[src/rtl/prt_slot_scheduler_if.sv]
// Slot-scheduler handshake bundle: RX allocation, firewall verdicts, TX sequencing and status.
// master = scheduler side, slave = RX/firewall/TX client side.
interface prt_slot_scheduler_if #(
    parameter int TAG_W = 2
);
    logic             alloc_req;
    logic             alloc_gnt;
    logic [TAG_W-1:0] alloc_tag;
    logic             rx_done;
    logic             rx_abort;
    logic [TAG_W-1:0] rx_tag;
    logic             verdict_valid;
    logic [TAG_W-1:0] verdict_tag;
    logic             verdict_safe;
    logic             tx_start;
    logic [TAG_W-1:0] tx_tag;
    logic             tx_done;
    logic             invalidate_valid;
    logic [TAG_W-1:0] invalidate_tag;
    logic             slot_available;
    logic [TAG_W:0]   free_count;
    logic             err_sticky;

    modport master (
        input  alloc_req, rx_done, rx_abort, rx_tag,
        input  verdict_valid, verdict_tag, verdict_safe, tx_done,
        output alloc_gnt, alloc_tag, tx_start, tx_tag,
        output invalidate_valid, invalidate_tag, slot_available, free_count, err_sticky
    );

    modport slave (
        output alloc_req, rx_done, rx_abort, rx_tag,
        output verdict_valid, verdict_tag, verdict_safe, tx_done,
        input  alloc_gnt, alloc_tag, tx_start, tx_tag,
        input  invalidate_valid, invalidate_tag, slot_available, free_count, err_sticky
    );
endinterface

[src/rtl/prt_slot_scheduler.sv]
// Packet reference table slot lifecycle: FREE -> RX -> CHECK -> TXQ -> FREE, with an in-order
// TX queue of safe slots and a two-state TX sequencer. All outputs registered.
module prt_slot_scheduler #(
    parameter int NUM_SLOTS = 4,
    parameter int TAG_W     = 2
) (
    input  logic                 clk,
    input  logic                 rst,
    prt_slot_scheduler_if.master bus
);
    typedef enum logic [1:0] {
        S_FREE  = 2'd0,
        S_RX    = 2'd1,
        S_CHECK = 2'd2,
        S_TXQ   = 2'd3
    } slot_e;

    typedef enum logic {
        TX_IDLE   = 1'b0,
        TX_ACTIVE = 1'b1
    } tx_e;

    slot_e            slot_q [NUM_SLOTS];
    slot_e            slot_d [NUM_SLOTS];
    tx_e              tx_state_q, tx_state_d;
    logic [TAG_W-1:0] qmem_q [NUM_SLOTS];
    logic [TAG_W-1:0] qmem_d [NUM_SLOTS];
    logic [TAG_W-1:0] wr_ptr_q, wr_ptr_d;
    logic [TAG_W-1:0] rd_ptr_q, rd_ptr_d;
    logic [TAG_W:0]   qcnt_q, qcnt_d;
    logic             alloc_gnt_q, alloc_gnt_d;
    logic [TAG_W-1:0] alloc_tag_q, alloc_tag_d;
    logic             tx_start_q, tx_start_d;
    logic [TAG_W-1:0] tx_tag_q, tx_tag_d;
    logic             inv_vld_q, inv_vld_d;
    logic [TAG_W-1:0] inv_tag_q, inv_tag_d;
    logic             avail_q, avail_d;
    logic [TAG_W:0]   free_cnt_q, free_cnt_d;
    logic             err_q, err_d;

    logic             free_found;
    logic [TAG_W-1:0] free_idx;
    logic             push, pop;

    always_comb begin
        slot_d      = slot_q;
        qmem_d      = qmem_q;
        tx_state_d  = tx_state_q;
        wr_ptr_d    = wr_ptr_q;
        rd_ptr_d    = rd_ptr_q;
        qcnt_d      = qcnt_q;
        alloc_gnt_d = 1'b0;
        alloc_tag_d = alloc_tag_q;
        tx_start_d  = 1'b0;
        tx_tag_d    = tx_tag_q;
        inv_vld_d   = 1'b0;
        inv_tag_d   = inv_tag_q;
        err_d       = err_q;
        free_found  = 1'b0;
        free_idx    = '0;
        push        = 1'b0;
        pop         = 1'b0;
        free_cnt_d  = '0;

        // Descending scan so the last hit is the lowest-index FREE slot.
        for (int i = NUM_SLOTS - 1; i >= 0; i--) begin
            if (slot_q[i] == S_FREE) begin
                free_found = 1'b1;
                free_idx   = TAG_W'(i);
            end
        end

        if (bus.alloc_req && !alloc_gnt_q && free_found) begin
            alloc_gnt_d      = 1'b1;
            alloc_tag_d      = free_idx;
            slot_d[free_idx] = S_RX;
        end

        if (bus.rx_done && bus.rx_abort) begin
            err_d = 1'b1;
        end else if (bus.rx_done || bus.rx_abort) begin
            if (slot_q[bus.rx_tag] != S_RX) begin
                err_d = 1'b1;
            end else begin
                slot_d[bus.rx_tag] = bus.rx_done ? S_CHECK : S_FREE;
            end
        end

        if (bus.verdict_valid) begin
            if (slot_q[bus.verdict_tag] != S_CHECK) begin
                err_d = 1'b1;
            end else if (bus.verdict_safe) begin
                slot_d[bus.verdict_tag] = S_TXQ;
                qmem_d[wr_ptr_q]        = bus.verdict_tag;
                wr_ptr_d                = wr_ptr_q + TAG_W'(1);
                push                    = 1'b1;
            end else begin
                slot_d[bus.verdict_tag] = S_FREE;
                inv_vld_d               = 1'b1;
                inv_tag_d               = bus.verdict_tag;
            end
        end

        case (tx_state_q)
            TX_IDLE: begin
                if (bus.tx_done) begin
                    err_d = 1'b1;
                end
                if (qcnt_q != '0) begin
                    tx_start_d = 1'b1;
                    tx_tag_d   = qmem_q[rd_ptr_q];
                    rd_ptr_d   = rd_ptr_q + TAG_W'(1);
                    pop        = 1'b1;
                    tx_state_d = TX_ACTIVE;
                end
            end
            TX_ACTIVE: begin
                if (bus.tx_done) begin
                    slot_d[tx_tag_q] = S_FREE;
                    tx_state_d       = TX_IDLE;
                end
            end
            default: tx_state_d = TX_IDLE;
        endcase

        case ({push, pop})
            2'b10:   qcnt_d = qcnt_q + (TAG_W+1)'(1);
            2'b01:   qcnt_d = qcnt_q - (TAG_W+1)'(1);
            default: qcnt_d = qcnt_q;
        endcase

        for (int i = 0; i < NUM_SLOTS; i++) begin
            if (slot_d[i] == S_FREE) begin
                free_cnt_d = free_cnt_d + (TAG_W+1)'(1);
            end
        end
        avail_d = (free_cnt_d != '0);
    end

    always_ff @(posedge clk or posedge rst) begin
        if (rst) begin
            for (int i = 0; i < NUM_SLOTS; i++) begin
                slot_q[i] <= S_FREE;
                qmem_q[i] <= '0;
            end
            tx_state_q  <= TX_IDLE;
            wr_ptr_q    <= '0;
            rd_ptr_q    <= '0;
            qcnt_q      <= '0;
            alloc_gnt_q <= 1'b0;
            alloc_tag_q <= '0;
            tx_start_q  <= 1'b0;
            tx_tag_q    <= '0;
            inv_vld_q   <= 1'b0;
            inv_tag_q   <= '0;
            avail_q     <= 1'b1;
            free_cnt_q  <= (TAG_W+1)'(NUM_SLOTS);
            err_q       <= 1'b0;
        end else begin
            slot_q      <= slot_d;
            qmem_q      <= qmem_d;
            tx_state_q  <= tx_state_d;
            wr_ptr_q    <= wr_ptr_d;
            rd_ptr_q    <= rd_ptr_d;
            qcnt_q      <= qcnt_d;
            alloc_gnt_q <= alloc_gnt_d;
            alloc_tag_q <= alloc_tag_d;
            tx_start_q  <= tx_start_d;
            tx_tag_q    <= tx_tag_d;
            inv_vld_q   <= inv_vld_d;
            inv_tag_q   <= inv_tag_d;
            avail_q     <= avail_d;
            free_cnt_q  <= free_cnt_d;
            err_q       <= err_d;
        end
    end

    assign bus.alloc_gnt        = alloc_gnt_q;
    assign bus.alloc_tag        = alloc_tag_q;
    assign bus.tx_start         = tx_start_q;
    assign bus.tx_tag           = tx_tag_q;
    assign bus.invalidate_valid = inv_vld_q;
    assign bus.invalidate_tag   = inv_tag_q;
    assign bus.slot_available   = avail_q;
    assign bus.free_count       = free_cnt_q;
    assign bus.err_sticky       = err_q;
endmodule

[src/flat_wrapper.sv]
// flat-port wrapper written by rule: the top's interface ports become plain ports
module prt_slot_scheduler_flat 
#(
    parameter int NUM_SLOTS = 4,
    parameter int TAG_W     = 2
)
  (clk, rst, bus_alloc_req, bus_rx_done, bus_rx_abort, bus_rx_tag, bus_verdict_valid, bus_verdict_tag, bus_verdict_safe, bus_tx_done, bus_alloc_gnt, bus_alloc_tag, bus_tx_start, bus_tx_tag, bus_invalidate_valid, bus_invalidate_tag, bus_slot_available, bus_free_count, bus_err_sticky);
  prt_slot_scheduler_if #(.TAG_W(TAG_W)) bus_i ();
  input  logic clk;
  input  logic rst;
  input wire logic [$bits(bus_i.alloc_req)-1:0] bus_alloc_req;
  input wire logic [$bits(bus_i.rx_done)-1:0] bus_rx_done;
  input wire logic [$bits(bus_i.rx_abort)-1:0] bus_rx_abort;
  input wire logic [$bits(bus_i.rx_tag)-1:0] bus_rx_tag;
  input wire logic [$bits(bus_i.verdict_valid)-1:0] bus_verdict_valid;
  input wire logic [$bits(bus_i.verdict_tag)-1:0] bus_verdict_tag;
  input wire logic [$bits(bus_i.verdict_safe)-1:0] bus_verdict_safe;
  input wire logic [$bits(bus_i.tx_done)-1:0] bus_tx_done;
  output wire logic [$bits(bus_i.alloc_gnt)-1:0] bus_alloc_gnt;
  output wire logic [$bits(bus_i.alloc_tag)-1:0] bus_alloc_tag;
  output wire logic [$bits(bus_i.tx_start)-1:0] bus_tx_start;
  output wire logic [$bits(bus_i.tx_tag)-1:0] bus_tx_tag;
  output wire logic [$bits(bus_i.invalidate_valid)-1:0] bus_invalidate_valid;
  output wire logic [$bits(bus_i.invalidate_tag)-1:0] bus_invalidate_tag;
  output wire logic [$bits(bus_i.slot_available)-1:0] bus_slot_available;
  output wire logic [$bits(bus_i.free_count)-1:0] bus_free_count;
  output wire logic [$bits(bus_i.err_sticky)-1:0] bus_err_sticky;
  assign bus_i.alloc_req = bus_alloc_req;
  assign bus_i.rx_done = bus_rx_done;
  assign bus_i.rx_abort = bus_rx_abort;
  assign bus_i.rx_tag = bus_rx_tag;
  assign bus_i.verdict_valid = bus_verdict_valid;
  assign bus_i.verdict_tag = bus_verdict_tag;
  assign bus_i.verdict_safe = bus_verdict_safe;
  assign bus_i.tx_done = bus_tx_done;
  assign bus_alloc_gnt = bus_i.alloc_gnt;
  assign bus_alloc_tag = bus_i.alloc_tag;
  assign bus_tx_start = bus_i.tx_start;
  assign bus_tx_tag = bus_i.tx_tag;
  assign bus_invalidate_valid = bus_i.invalidate_valid;
  assign bus_invalidate_tag = bus_i.invalidate_tag;
  assign bus_slot_available = bus_i.slot_available;
  assign bus_free_count = bus_i.free_count;
  assign bus_err_sticky = bus_i.err_sticky;
  prt_slot_scheduler #(.NUM_SLOTS(NUM_SLOTS), .TAG_W(TAG_W)) u_core (.clk(clk), .rst(rst), .bus(bus_i));
endmodule
[config.mk]
export PLATFORM = sky130hd
export DESIGN_NAME = prt_slot_scheduler_flat
export DESIGN_NICKNAME = d
export VERILOG_FILES = /design/src/rtl/prt_slot_scheduler_if.sv /design/src/rtl/prt_slot_scheduler.sv /design/src/flat_wrapper.sv
export SDC_FILE = /design/constraint.sdc
export NUM_CORES = 1
export LEC_CHECK = 0
export ABC_AREA = 1
export BUFFER_PORTS_ARGS = -buffer_cell sky130_fd_sc_hd__buf_2
export CAP_MARGIN = 40
export CORE_MARGIN = 2
export CORE_UTILIZATION = 58
export DETAILED_ROUTE_END_ITERATION = 7
export PLACE_DENSITY = 0.79
export REMOVE_ABC_BUFFERS = 1
export SLEW_MARGIN = 20
export SYNTH_ARGS = -nofsm -noshare
export SYNTH_HDL_FRONTEND = slang
export SYNTH_SLANG_ARGS = --single-unit
[constraint.sdc]
create_clock -name clk -period 2.9 [get_ports clk]
set_input_delay 0.58 -clock clk [delete_from_list [all_inputs] [get_ports clk]]
set_output_delay 0.58 -clock clk [all_outputs]
set_load 0.02 [all_outputs]
Yosys cells after proc, flatten, opt, wreduce, memory -nomap -nowiden:

Cells that the tools add are included.

* add/subtract/negate cells: 7
* multiply operators: 0
* divide/modulo/power cells: 0
* $lt $le $gt $ge: 11
* equal/unequal tests: 4
* shift operators: 0
* mux-type cells: 62
* bitwise logic cells: 17
* reduce and logical (&&, ||, !) cells: 24

Operator list (count)
* 8-bit 2-to-1 mux: 9
* 2-bit 2-to-1 mux: 16
* 1-bit 2-to-1 mux: 22
* 2-bit demux with 2-bit select: 5
* 3-bit greater-or-equal comparator, second input constant: 6
* 2-bit inverter with 3-bit output: 6
* 8-bit AND: 2
* 8-bit bitwise mux: 2
* 2-bit logical NOT: 8
* 8-bit inverter: 2
* 3-bit by 1-bit < comparator with 1-bit output, second input constant: 5
* 2-bit binary-select mux with 2-bit select: 3
* 3-bit by 1-bit adder with 3-bit output, second input constant: 3
* 3-bit 2-to-1 mux: 3
* 1-bit logical AND: 8
* 8-bit bitwise OR: 1
* 3-bit one-hot mux with 2 select lines: 1
* 3-bit AND reduction: 2
* 3-bit nonzero test: 2
* 2-bit by 1-bit adder with 2-bit output, second input constant: 2
* 4-bit AND: 1
* 4-bit inverter: 1
* 4-bit bitwise OR: 1
* 1-bit inverter: 3
* other kinds (11): 11

* register bits after elaboration: 38
* latch bits: 0
* RAM bits: 0
* ROM bits: 0
* input bits: 12
* logic and storage cells: 146
* memories: 0

Depth between registers and ports, before layout:

Gate-level depths: netlist of run 1.

* depth in word-level cells: 33
* mapped depth: 23

Worst setup path after synthesis of run 1:

No wires, ideal clock.

* path type: input -> register
* start point: in bus_verdict_tag[0]
* end point: reg u_core.avail_q, in the netlist u_core.bus.slot_available
* library setup time: 89 ps
* data arrival time: 2894 ps
* data required time: 2811 ps
* setup slack: -83 ps
* stages on the path: 23
* buffers on the path: 1
* cells stage by stage: buf_6 > nand2_1 > inv_2 > nand2_2 > nand2_2 > nor2_4 > nand2_4 > nor2_8 > inv_4 > nor2_8 > inv_4 > o21ai_1 > inv_1 > nor2_2 > nor2_2 > ha_1 > inv_1 > nand3_1 > nand2_1 > ha_1 > or2_0 > nand2_1 > nand3_1

RTL lines
* from (decl): line flat_wrapper.sv:16 `input wire logic [$bits(bus_i.verdict_tag)-1:0] bus_verdict_tag;`
* to (signal assigned): line prt_slot_scheduler.sv:172 `avail_q <= avail_d;`
* to (decl): line prt_slot_scheduler.sv:37 `logic avail_q, avail_d;`

==> results.yml, run 1 <==
placed_design:
  dp_cells: 414
  place_congestion: 0.917
  hpwl_microns: 4300
  port_buffers: 25
floorplanning:
  core_sq_um: 3940
  die_w_microns: 67.6
  die_area_sq_um: 4560
  initial_core_util_pct: 59.4
  ios: 26
  die_h_microns: 67.6
  rows: 23
critical_path:
  rr_startpoint: "u_core.slot_q[3]$_DFF_PP0_"
  cp_max_fo: 4
  startpoint: "u_core.slot_q[3]$_DFF_PP0_"
  cp_common_cell: "inv_2"
  reg2reg_depth: 22
  worst-endpoint-required_ps: 3120
  crit_chain: "inv_2, buf_6, o21ai_2, nand2_1, nand2_2, nand2_4, nor2_8, inv_4, nor2_8, inv_4, o21ai_2, inv_2, nor2_4, nor2_4, ha_4, inv_2, nand3_2, nand2_2, ha_4, or2_0, nand2_1, nand3_1"
  startpoint_type: "flop"
  worst_ep_arrival_time_ps: 3070
  critPathMaxStageDelay_ps: 390
  cp_slowest_cell: "dfrtp_1"
  worstSetupPathType: "reg -> reg"
  crit_path_end_kind: "flop"
synth:
  synth_warnings: 0
  syn_area_sq_um: 2340
  synth.avg_cell_area_sq_um: 7.70
  synth_seq_cells: 38
  syn_inst: 304
  synth_cell_types: 37
  seq_area_frac_synth_pct: 40.7
timing:
  clock_skew_ps: 8.17
  hold_viol: 0
  setup_violations: 0
  max_freq_ghz: 0.351
  relSlewSlack_pct: 67.1
  fin_crit_ps: 2850
  finalMaxSlewViolations: 0
  worst_slew_pin_slew_ps: 493
  fin_crit_sh_pct: 98.3
global_route:
  antenna_found_initial: 0
  grt_usage_pct: 29.7
  first_global_vias: 2222
  grt-ovfl-total: 0
  grt_pass1_wl_microns: 9970
  grt_max_degree: 39
clock_network:
  cts_buffers: 5
  cts_root_buffer: "clkbuf_8"
  cts_buffer_depth: 2
  clk_pin_slew_ps: 80
  worst_skew_pair.late_latency_ps: 300
  cts_tree: "yes"
  cts_sinks: 38
  htreeDepth: 2
layout:
  multi_input_area_sq_um: 1280
  fin_cells: 433
  fill_cells: 246
  utilization_pct: 80.3
  nets: 405
  seq_area_sq_um: 956
  layout_common_cells: "nand2_1, buf_4, inv_1"
  drive_above_1_share_pct: 37.6
  insertedDiodeCount: 0
  syn_to_final_growth_pct: 35.1
  final_common_cell: "nand2_1"
detailed_routing:
  ant_nets: 0
  detailedRoute.firstIterationViolations: 227
  first_pass_iters: 6
  post-route-drc-count: 0
  wl_per_cell_microns: 15.4
  vias_per_cell: 5.49
  vias: 2377
  wl_microns: 6660
flow_run:
  max-cap-violations: 0
power_and_ir_drop:
  power_mw: 3.87
  p_leak_nw: 1.67
  vdd_ir_drop_max_uv: 825
  powerDensity_nw_per_um2: 1220
hold_path:
  hp-class: "in -> async"
run_status:
  status: "finished clean"
final cells by class:
| type | instances | area share, % |
|---|---|---|
| clock buffers | 6 | 2.61 |
| clock inverters | 2 | 1.90 |
| inverters | 57 | 7.08 |
| multi-input cells | 207 | 40.5 |
| flip-flops and latches | 38 | 30.2 |
| well taps | 50 | 1.98 |
| repair buffers | 73 | 15.8 |
logic make-up after synthesis:
kind of cell	synth area share, %
AND/OR/NAND/NOR	30.4
buffers and inverters	10.1
AO/OA/AOI/OAI	10.3
flip-flops	40.7
adder cells (fa/ha/maj)	6.20
XOR/XNOR	2.24
worst max-delay path, delay by kind of cell, from the launching register on:
family / cells / cell delay [ps]
flops: 1 / 390
fa+ha+maj: 2 / 450
simple gates: 12 / 1260
compound gates: 2 / 270
buf+inv: 6 / 410
metal layers:
layer / global-route usage [%] / vias to the layer above / share of wire, %
li1: - / 1115 / -
met5: 0 / - / 0
met4: 13.8 / 0 / 3.9
met3: 5.83 / 29 / 6.6
met1: 36.7 / 1118 / 41
met2: 49.6 / 115 / 49
path summary, 6_finish.rpt:
path                                                             to  slack, ps
setup / recovery                u_core.bus.slot_available$_DFF_PP1_         50
hold / removal             u_core.bus.invalidate_tag[0]$_DFFE_PP0P_        390
setup reg to reg                u_core.bus.slot_available$_DFF_PP1_         50
hold reg to reg                 u_core.bus.alloc_tag[0]$_DFFE_PP0N_        470
max in group asynchronous                u_core.slot_q[7]$_DFF_PP0_       2140
min in group clk                u_core.bus.alloc_tag[0]$_DFFE_PP0N_        470
where the power goes:
| part | leakage, nW | switching, mW | internal [mW] |
|---|---|---|---|
| clock | 0.0714 | 0.205 | 0.367 |
| sequential | 0.465 | 0.195 | 0.777 |
| combinational | 1.13 | 1.31 | 1.01 |
| total | 1.67 | 1.72 | 2.15 |
repair_timing:
item                       in CTS  in global routing
setup endpoints to repair       3                  3
setup buffers                   1                 10
gates cloned                    0                  0
pin swaps                       2                 24
hold buffers                    0                  0
gates resized for setup         8                 39
Yosys cell counts:
cell type | instances | area [sq um]
or2_0 | 1 | 6.26
o2111ai_1 | 1 | 8.76
nand3_2 | 1 | 10.0
nand2_1 | 73 | 274
nand4_1 | 2 | 12.5
a22oi_1 | 1 | 7.51
nor2_2 | 7 | 43.8
xnor2_1 | 3 | 26.3
a21oi_1 | 2 | 10.0
nor2_1 | 24 | 90.1
o21ai_1 | 4 | 20.0
xor2_1 | 3 | 26.3
ha_1 | 10 | 125
o22ai_1 | 1 | 6.26
inv_1 | 49 | 184
a21oi_2 | 1 | 8.76
nor3_2 | 1 | 10.0
nand3_1 | 19 | 95.1
nand2_4 | 2 | 22.5
nor4_1 | 4 | 25.0
o21bai_1 | 2 | 15.0
buf_4 | 1 | 7.51
dfstp_2 | 2 | 52.6
dfrtp_1 | 36 | 901
nor2_8 | 2 | 40.0
nor3_1 | 2 | 10.0
o21ai_2 | 1 | 8.76
o32ai_1 | 2 | 17.5
inv_4 | 2 | 12.5
nand2_2 | 8 | 50.1
inv_2 | 6 | 22.5
o21a_1 | 1 | 7.51
o21ai_0 | 25 | 125
buf_6 | 1 | 11.3
a31oi_1 | 1 | 6.26
nor2_4 | 2 | 22.5
fa_1 | 1 | 20.0
metrics by stage:
step           hold WS [ps]  worst slack (ps)  TNS [ps]  area, sq um
2_1_floorplan           446             -18.1     -26.8         2320
3_3_place_gp            449              -162      -355         2790
3_5_place_dp            455              -244      -624         2790
4_1_cts                 398              11.1         0         2970
5_1_grt                 439             -77.0      -149         3160
6_report                388              49.2         0         3160
flip-flops by register name (all words and copies together), names as in the netlist, 2 cells and up:
| register | flops |
|---|---|
| u_core.bus.alloc_tag | 2 |
| u_core.slot_q | 8 |
| u_core.qcnt_q | 3 |
| u_core.bus.tx_tag | 2 |
| u_core.bus.free_count | 3 |
| u_core.wr_ptr_q | 2 |
| u_core.qmem_q | 8 |
| u_core.bus.invalidate_tag | 2 |
| u_core.rd_ptr_q | 2 |
Note: power is estimated with default switching activity, not from simulation.
==> inputs of run 2 (changes only) <==
--- a/config.mk
+++ b/config.mk
@@ -11,7 +11,7 @@
 export CORE_MARGIN = 2
 export CORE_UTILIZATION = 58
 export DETAILED_ROUTE_END_ITERATION = 7
-export PLACE_DENSITY = 0.79
+export PLACE_DENSITY = 0.83
 export REMOVE_ABC_BUFFERS = 1
 export SLEW_MARGIN = 20
 export SYNTH_ARGS = -nofsm -noshare
==> run 2 against run 1 <==
Compared with the run above:
- core utilization shrank 2.7 points
- combinational power shrank 12%
- sequential share of layout area grew 0.98 points
- die area is the same
- critical path depth shrank 1
- clock skew shrank 0.88 ps
- design area shrank 3.4%
- routed wire length shrank 11%
- clock power shrank 19%
==> results.yml, run 2 (synthesis gave the netlist of run 1 again) <==
critical_path:
  cp_num_buf_inv: 5
  startpoint_type: "flop"
  worst_ep_arrival_time_ps: 3110
  r2r_end: "u_core.bus.slot_available$_DFF_PP1_"
  worstSetupPathType: "reg -> reg"
  reg2reg_slack_ps: 10
  cp_slowest_cell: "dfrtp_1"
  rr_startpoint: "u_core.slot_q[6]$_DFF_PP0_"
  cp_max_fo: 4
  crit_chain: "buf_6, nand2_4, o21ai_4, nor2_4, nand2_4, nor2_8, clkinv_4, nor2_8, inv_4, o21ai_2, inv_2, nor2_4, nor2_4, ha_4, inv_2, nand3_2, nand2_1, ha_1, or2_0, nand2_1, nand3_1"
  cp_common_cell: "nor2_4"
  cp_top_family: "simple AND/OR/NAND/NOR gates"
  reg2reg_depth: 21
  critPathMaxStageDelay_ps: 430
  worst-endpoint-required_ps: 3120
  crit_path_end_kind: "flop"
floorplanning:
  die_area_sq_um: 4560
  rows: 23
  die_h_microns: 67.6
  core_sq_um: 3940
  die_w_microns: 67.6
  initial_core_util_pct: 59.4
  ios: 26
clock_network:
  cts_buffer_depth: 2
  clk_pin_slew_ps: 80
  htreeDepth: 2
  cts_root_buffer: "clkbuf_8"
  worst_skew_pair.late_latency_ps: 300
  cts_sinks: 38
  cts_tree: "yes"
  cts_buffers: 5
  cts.hold.buffers_added: 0
placed_design:
  dp_slack_ps: -287
  dp_cells: 412
  port_buffers: 25
  hpwl_microns: 4190
  place_congestion: 1.01
detailed_routing:
  vias_per_cell: 5.19
  detailedRoute.firstIterationViolations: 135
  vias: 2226
  ant_nets: 0
  post-route-drc-count: 0
  wl_microns: 5910
  first_pass_iters: 5
  wl_per_cell_microns: 13.8
timing:
  fin_crit_ps: 2890
  relSlewSlack_pct: 67.5
  setup_violations: 0
  rsz0062_at_grt: "yes"
  fin_ws_ps: 15.0
  fin_crit_sh_pct: 99.5
  finalMaxSlewViolations: 0
  max_freq_ghz: 0.347
  worst_slew_pin_slew_ps: 488
  clock_skew_ps: 7.29
  hold_viol: 0
global_route:
  grt_usage_pct: 26.8
  first_global_vias: 2025
  grt_pass1_wl_microns: 9090
  grt_max_degree: 39
  antenna_found_initial: 0
  grt-ovfl-total: 0
layout:
  syn_to_final_growth_pct: 30.5
  layout_common_cells: "nand2_1, inv_1, buf_4"
  insertedDiodeCount: 0
  nets: 402
  final_common_cell: "nand2_1"
  reg_top3: "u_core.qmem_q (8), u_core.slot_q (8)"
  fin_cells: 429
  drive_above_1_share_pct: 33.5
power_and_ir_drop:
  vdd_ir_drop_max_uv: 801
  power_mw: 3.46
  p_leak_nw: 1.65
  powerDensity_nw_per_um2: 1130
hold_path:
  hp-class: "in -> async"
run_status:
  status: "finished clean"
flow_run:
  max-cap-violations: 0
[run 2: layout make-up]
| class | count | area, sq um |
|---|---|---|
| fillers | 268 | 886 |
| well taps | 50 | 62.6 |
| clock inverters | 1 | 30.0 |
| repair buffers | 70 | 469 |
| multi-input cells | 207 | 1240 |
| inverters | 57 | 221 |
| clock buffers | 6 | 82.6 |
| flip-flops and latches | 38 | 953 |
[run 2: metal layers]
layer | wire length (microns) | up-vias | global-route usage [%] | part of all wire [%]
met2 | 2860 | 71 | 43.6 | 48
met5 | 0 | - | 0 | 0
li1 | - | 1101 | - | -
met1 | 2570 | 1033 | 35.5 | 44
met3 | 291 | 21 | 4.67 | 4.9
met4 | 187 | 0 | 10.7 | 3.2
[run 2: tightest hold or removal path, cell delays in order]
cell and delay [ps]:
buf_2 90, inv_1 40, buf_4 410
[run 2: report_power, final]
part	total, mW	leakage (nW)	internal [mW]	switching, mW
Clock	0.465	0.0573	0.275	0.189
Sequential	0.945	0.467	0.775	0.170
Combinational	2.05	1.12	0.887	1.17
Total	3.46	1.65	1.94	1.53
[run 2: how the worst max path moves through the flow]
stage / from / endpoint / slack (ps) / cells past startpoint
floorplan: bus_verdict_tag[1] / u_core.bus.slot_available$_DFF_PP1_ / -20 / 22
finish: u_core.slot_q[6]$_DFF_PP0_ / u_core.bus.slot_available$_DFF_PP1_ / 10 / 21
CTS: u_core.slot_q[3]$_DFF_PP0_ / u_core.bus.slot_available$_DFF_PP1_ / 7 / 20
detailed placement: bus_verdict_tag[0] / u_core.bus.slot_available$_DFF_PP1_ / -290 / 23
global route: u_core.slot_q[7]$_DFF_PP0_ / u_core.bus.slot_available$_DFF_PP1_ / -170 / 20
global placement: bus_verdict_tag[0] / u_core.bus.slot_available$_DFF_PP1_ / -210 / 23
[run 2: through the flow]
stage	util (%)	TNS, ps	cell area (sq um)	hold WS (ps)
6_report	77.5	0	3060	387
3_5_place_dp	70.4	-722	2770	464
3_3_place_gp	70.4	-497	2770	448
2_1_floorplan	-	-26.8	2320	446
5_1_grt	77.5	-449	3060	434
4_1_cts	73.8	0	2910	397
[run 2: repair_timing]
item	in CTS	in global routing
endpoints found under the hold margin	0	0
endpoints found under the setup margin	3	3
gates resized for setup	6	23
setup buffers	1	9
pin swaps	2	19
gates cloned	0	0
==> inputs of run 3 (changes only) <==
--- a/config.mk
+++ b/config.mk
@@ -5,7 +5,6 @@
 export SDC_FILE = /design/constraint.sdc
 export NUM_CORES = 1
 export LEC_CHECK = 0
-export ABC_AREA = 1
 export BUFFER_PORTS_ARGS = -buffer_cell sky130_fd_sc_hd__buf_2
 export CAP_MARGIN = 40
 export CORE_MARGIN = 2
==> run 3 against run 2 <==
Compared with the run above:
- cell count fell by 25%
- combinational power fell by 2%
- via count decreased by 15%
- critical path type is now in -> reg
==> results.yml, run 3 <==
clock_network:
  htreeDepth: 2
  worst_skew_pair.late_latency_ps: 300
  clk_pin_slew_ps: 80
  cts_tree: "yes"
  post_cts_buffers: 0
  cts_buffers: 5
  cts_buffer_depth: 2
  cts_sinks: 38
  cts.hold.buffers_added: 0
  cts_root_buffer: "clkbuf_8"
placed_design:
  hpwl_microns: 3970
  dp_slack_ps: -569
  place_congestion: 0.935
  port_buffers: 25
critical_path:
  critPathMaxStageDelay_ps: 380
  reg2reg_depth: 12
  crit_path_end_kind: "flop"
  worst_ep_arrival_time_ps: 3000
  startpoint_type: "primary input"
  rr_startpoint: "u_core.slot_q[6]$_DFF_PP0_"
  worst-endpoint-required_ps: 3130
  r2r_end: "u_core.bus.slot_available$_DFF_PP1_"
  cp_slowest_cell: "or3_1"
  worstSetupPathType: "in -> reg"
  cp_common_cell: "nand3_1"
  cp_max_fo: 3
  crit_chain: "buf_2, nor4b_4, buf_4, nand3_1, nand3_1, nor2_1, or2_4, ha_4, xnor2_2, ha_1, or3_1, a211oi_2, nor4b_2"
  reg2reg_slack_ps: 170
synth:
  synth.avg_cell_area_sq_um: 10.8
  syn_area_sq_um: 2280
  synth_area_leaders: "dfrtp_1, mux2_4, ha_1"
  synth_edf_count: 0
  synth_top_area_share_pct: 39.5
  synth.most_common_cell: "dfrtp_1"
  synth_warnings: 0
  yosysTopAreaCell: "dfrtp_1"
  async_reset_ff_share_pct: 100
  synth_cell_types: 54
  synth_top_flop_cell: "dfrtp_1"
  synth_seq_cells: 38
  seq_area_frac_synth_pct: 41.8
  ys_top_cells_by_count: "dfrtp_1, inv_1, nor2_1"
  syn_inst: 212
timing:
  relSlewSlack_pct: 68.3
  clock_skew_ps: 6.51
  fin_crit_sh_pct: 95.8
  max_freq_ghz: 0.360
  fin_crit_ps: 2780
  rsz0062_at_grt: "no"
  worst_slew_pin_slew_ps: 474
  hold_viol: 0
  fin_ws_ps: 121
  setup_violations: 0
  finalMaxSlewViolations: 0
floorplanning:
  rows: 22
  die_h_microns: 66.7
  initial_core_util_pct: 61.4
  core_sq_um: 3720
  die_w_microns: 66.7
  ios: 26
  die_area_sq_um: 4450
layout:
  utilization_pct: 77.9
  drive_above_1_share_pct: 40.0
  layout_common_cells: "dfrtp_1, buf_4, buf_2"
  reg_top3: "u_core.qmem_q (8), u_core.slot_q (8)"
  final_common_cell: "dfrtp_1"
  insertedDiodeCount: 0
  syn_to_final_growth_pct: 26.8
  nets: 297
power_and_ir_drop:
  powerDensity_nw_per_um2: 1150
  vdd_ir_drop_max_uv: 567
  power_mw: 3.32
  p_seq_share_pct: 28.2
  clkPwrFrac_pct: 11.7
  swShare_pct: 40.4
  pwr-share-comb_pct: 60.1
  p_leak_nw: 1.43
  p_sw_mw: 1.34
  p_int_mw: 1.98
detailed_routing:
  vias_per_cell: 5.83
  wl_per_cell_microns: 16.9
  post-route-drc-count: 0
  detailedRoute.firstIterationViolations: 137
  vias: 1883
  first_pass_iters: 4
  ant_nets: 0
  wl_microns: 5450
global_route:
  use_met2_pct: 46.1
  met3_usage_pct: 5.74
  grt-ovfl-total: 0
  grt_most_used_layer: "met2"
  grt_max_degree: 39
  grt_pass1_wl_microns: 9120
  first_global_vias: 1944
  grt_util_met1_pct: 35.7
  grt_usage_pct: 27.7
  antenna_found_initial: 0
hold_path:
  hp-class: "in -> async"
run_status:
  status: "finished clean"
flow_run:
  max-cap-violations: 0
-- run 3: cell types whose count changed in the layout (fill, tap and decap cells not counted), moves of 6 or more --
cell	previous run	this run
nand2_2	9	0
nand2b_1	0	6
nand2_1	71	12
o21ai_0	20	8
buf_4	45	35
nand3_1	17	4
nor2_2	6	0
nor2_1	22	13
mux2_4	0	10
inv_1	47	15
a21oi_1	2	8
inv_2	8	0
-- run 3: logic make-up (layout without fill, tap and decap cells) --
group / count (synthesis) / count (layout) / synth area share (%)
fa+ha+maj: 11 / 11 / 6.36
compound gates: 44 / 44 / 13.1
buf+inv: 20 / 83 / 3.73
xor+xnor: 10 / 10 / 3.84
simple gates: 70 / 70 / 18.8
flops: 38 / 38 / 41.8
mux: 19 / 19 / 12.4
-- run 3: power by group through the flow --
stage	Sequential (mW)	Combinational (mW)	Clock, mW
after CTS	0.939	1.90	0.396
after detailed placement	0.944	1.81	0
after floorplan	1.01	1.09	0
final	0.938	2.00	0.388
after global routing	0.969	2.18	0.420
after global placement	0.929	1.74	0
-- run 3: worst max path at each step --
stage	slack (ps)	from	cells after the start	endpoint
2_1_floorplan	-180	bus_verdict_tag[0]	11	u_core.bus.slot_available$_DFF_PP1_
3_3_place_gp	-330	bus_verdict_tag[0]	13	u_core.bus.slot_available$_DFF_PP1_
3_5_place_dp	-570	bus_verdict_tag[0]	13	u_core.bus.slot_available$_DFF_PP1_
4_1_cts	40	u_core.slot_q[7]$_DFF_PP0_	11	u_core.bus.slot_available$_DFF_PP1_
5_1_grt	10	bus_rx_done	14	u_core.bus.slot_available$_DFF_PP1_
6_report	120	bus_verdict_tag[0]	13	u_core.bus.slot_available$_DFF_PP1_
-- run 3: critical path, delay by kind of cell --
kind / cells / cell delay, ps
AOI/OAI and AO/OA: 1 / 170
xor gates and xnor gates: 1 / 140
adders and majority gates: 2 / 560
buffers and inverters: 2 / 280
and+or+nand+nor: 7 / 1260
-- run 3: metal layers --
layer	wire [microns]	part of all wire, %
met5	0	0
met4	102	1.9
met3	356	6.5
met2	2700	50
met1	2290	42
-- run 3: layout make-up --
cell class	instances	area, sq um
Tap cell	48	60.1
Timing Repair Buffer	60	388
Sequential cell	38	953
Inverter	15	56.3
Clock inverter	2	12.5
Fill cell	241	821
Clock buffer	6	82.6
Multi-Input combinational cell	154	1340
-- run 3: repair_timing --
item	4_1_cts	5_1_grt
endpoints found under the hold margin	0	0
resized for setup	7	9
endpoints found under the setup margin	2	1
pin swaps	0	2
-- run 3: per-stage QoR --
step	std cells	TNS [ps]	cell area [sq um]	hold slack, ps
floorplan	207	-185	2250	443
global placement	315	-461	2700	461
detailed placement	315	-1170	2700	468
CTS	323	0	2840	392
global route	323	0	2900	432
finish	323	0	2900	374
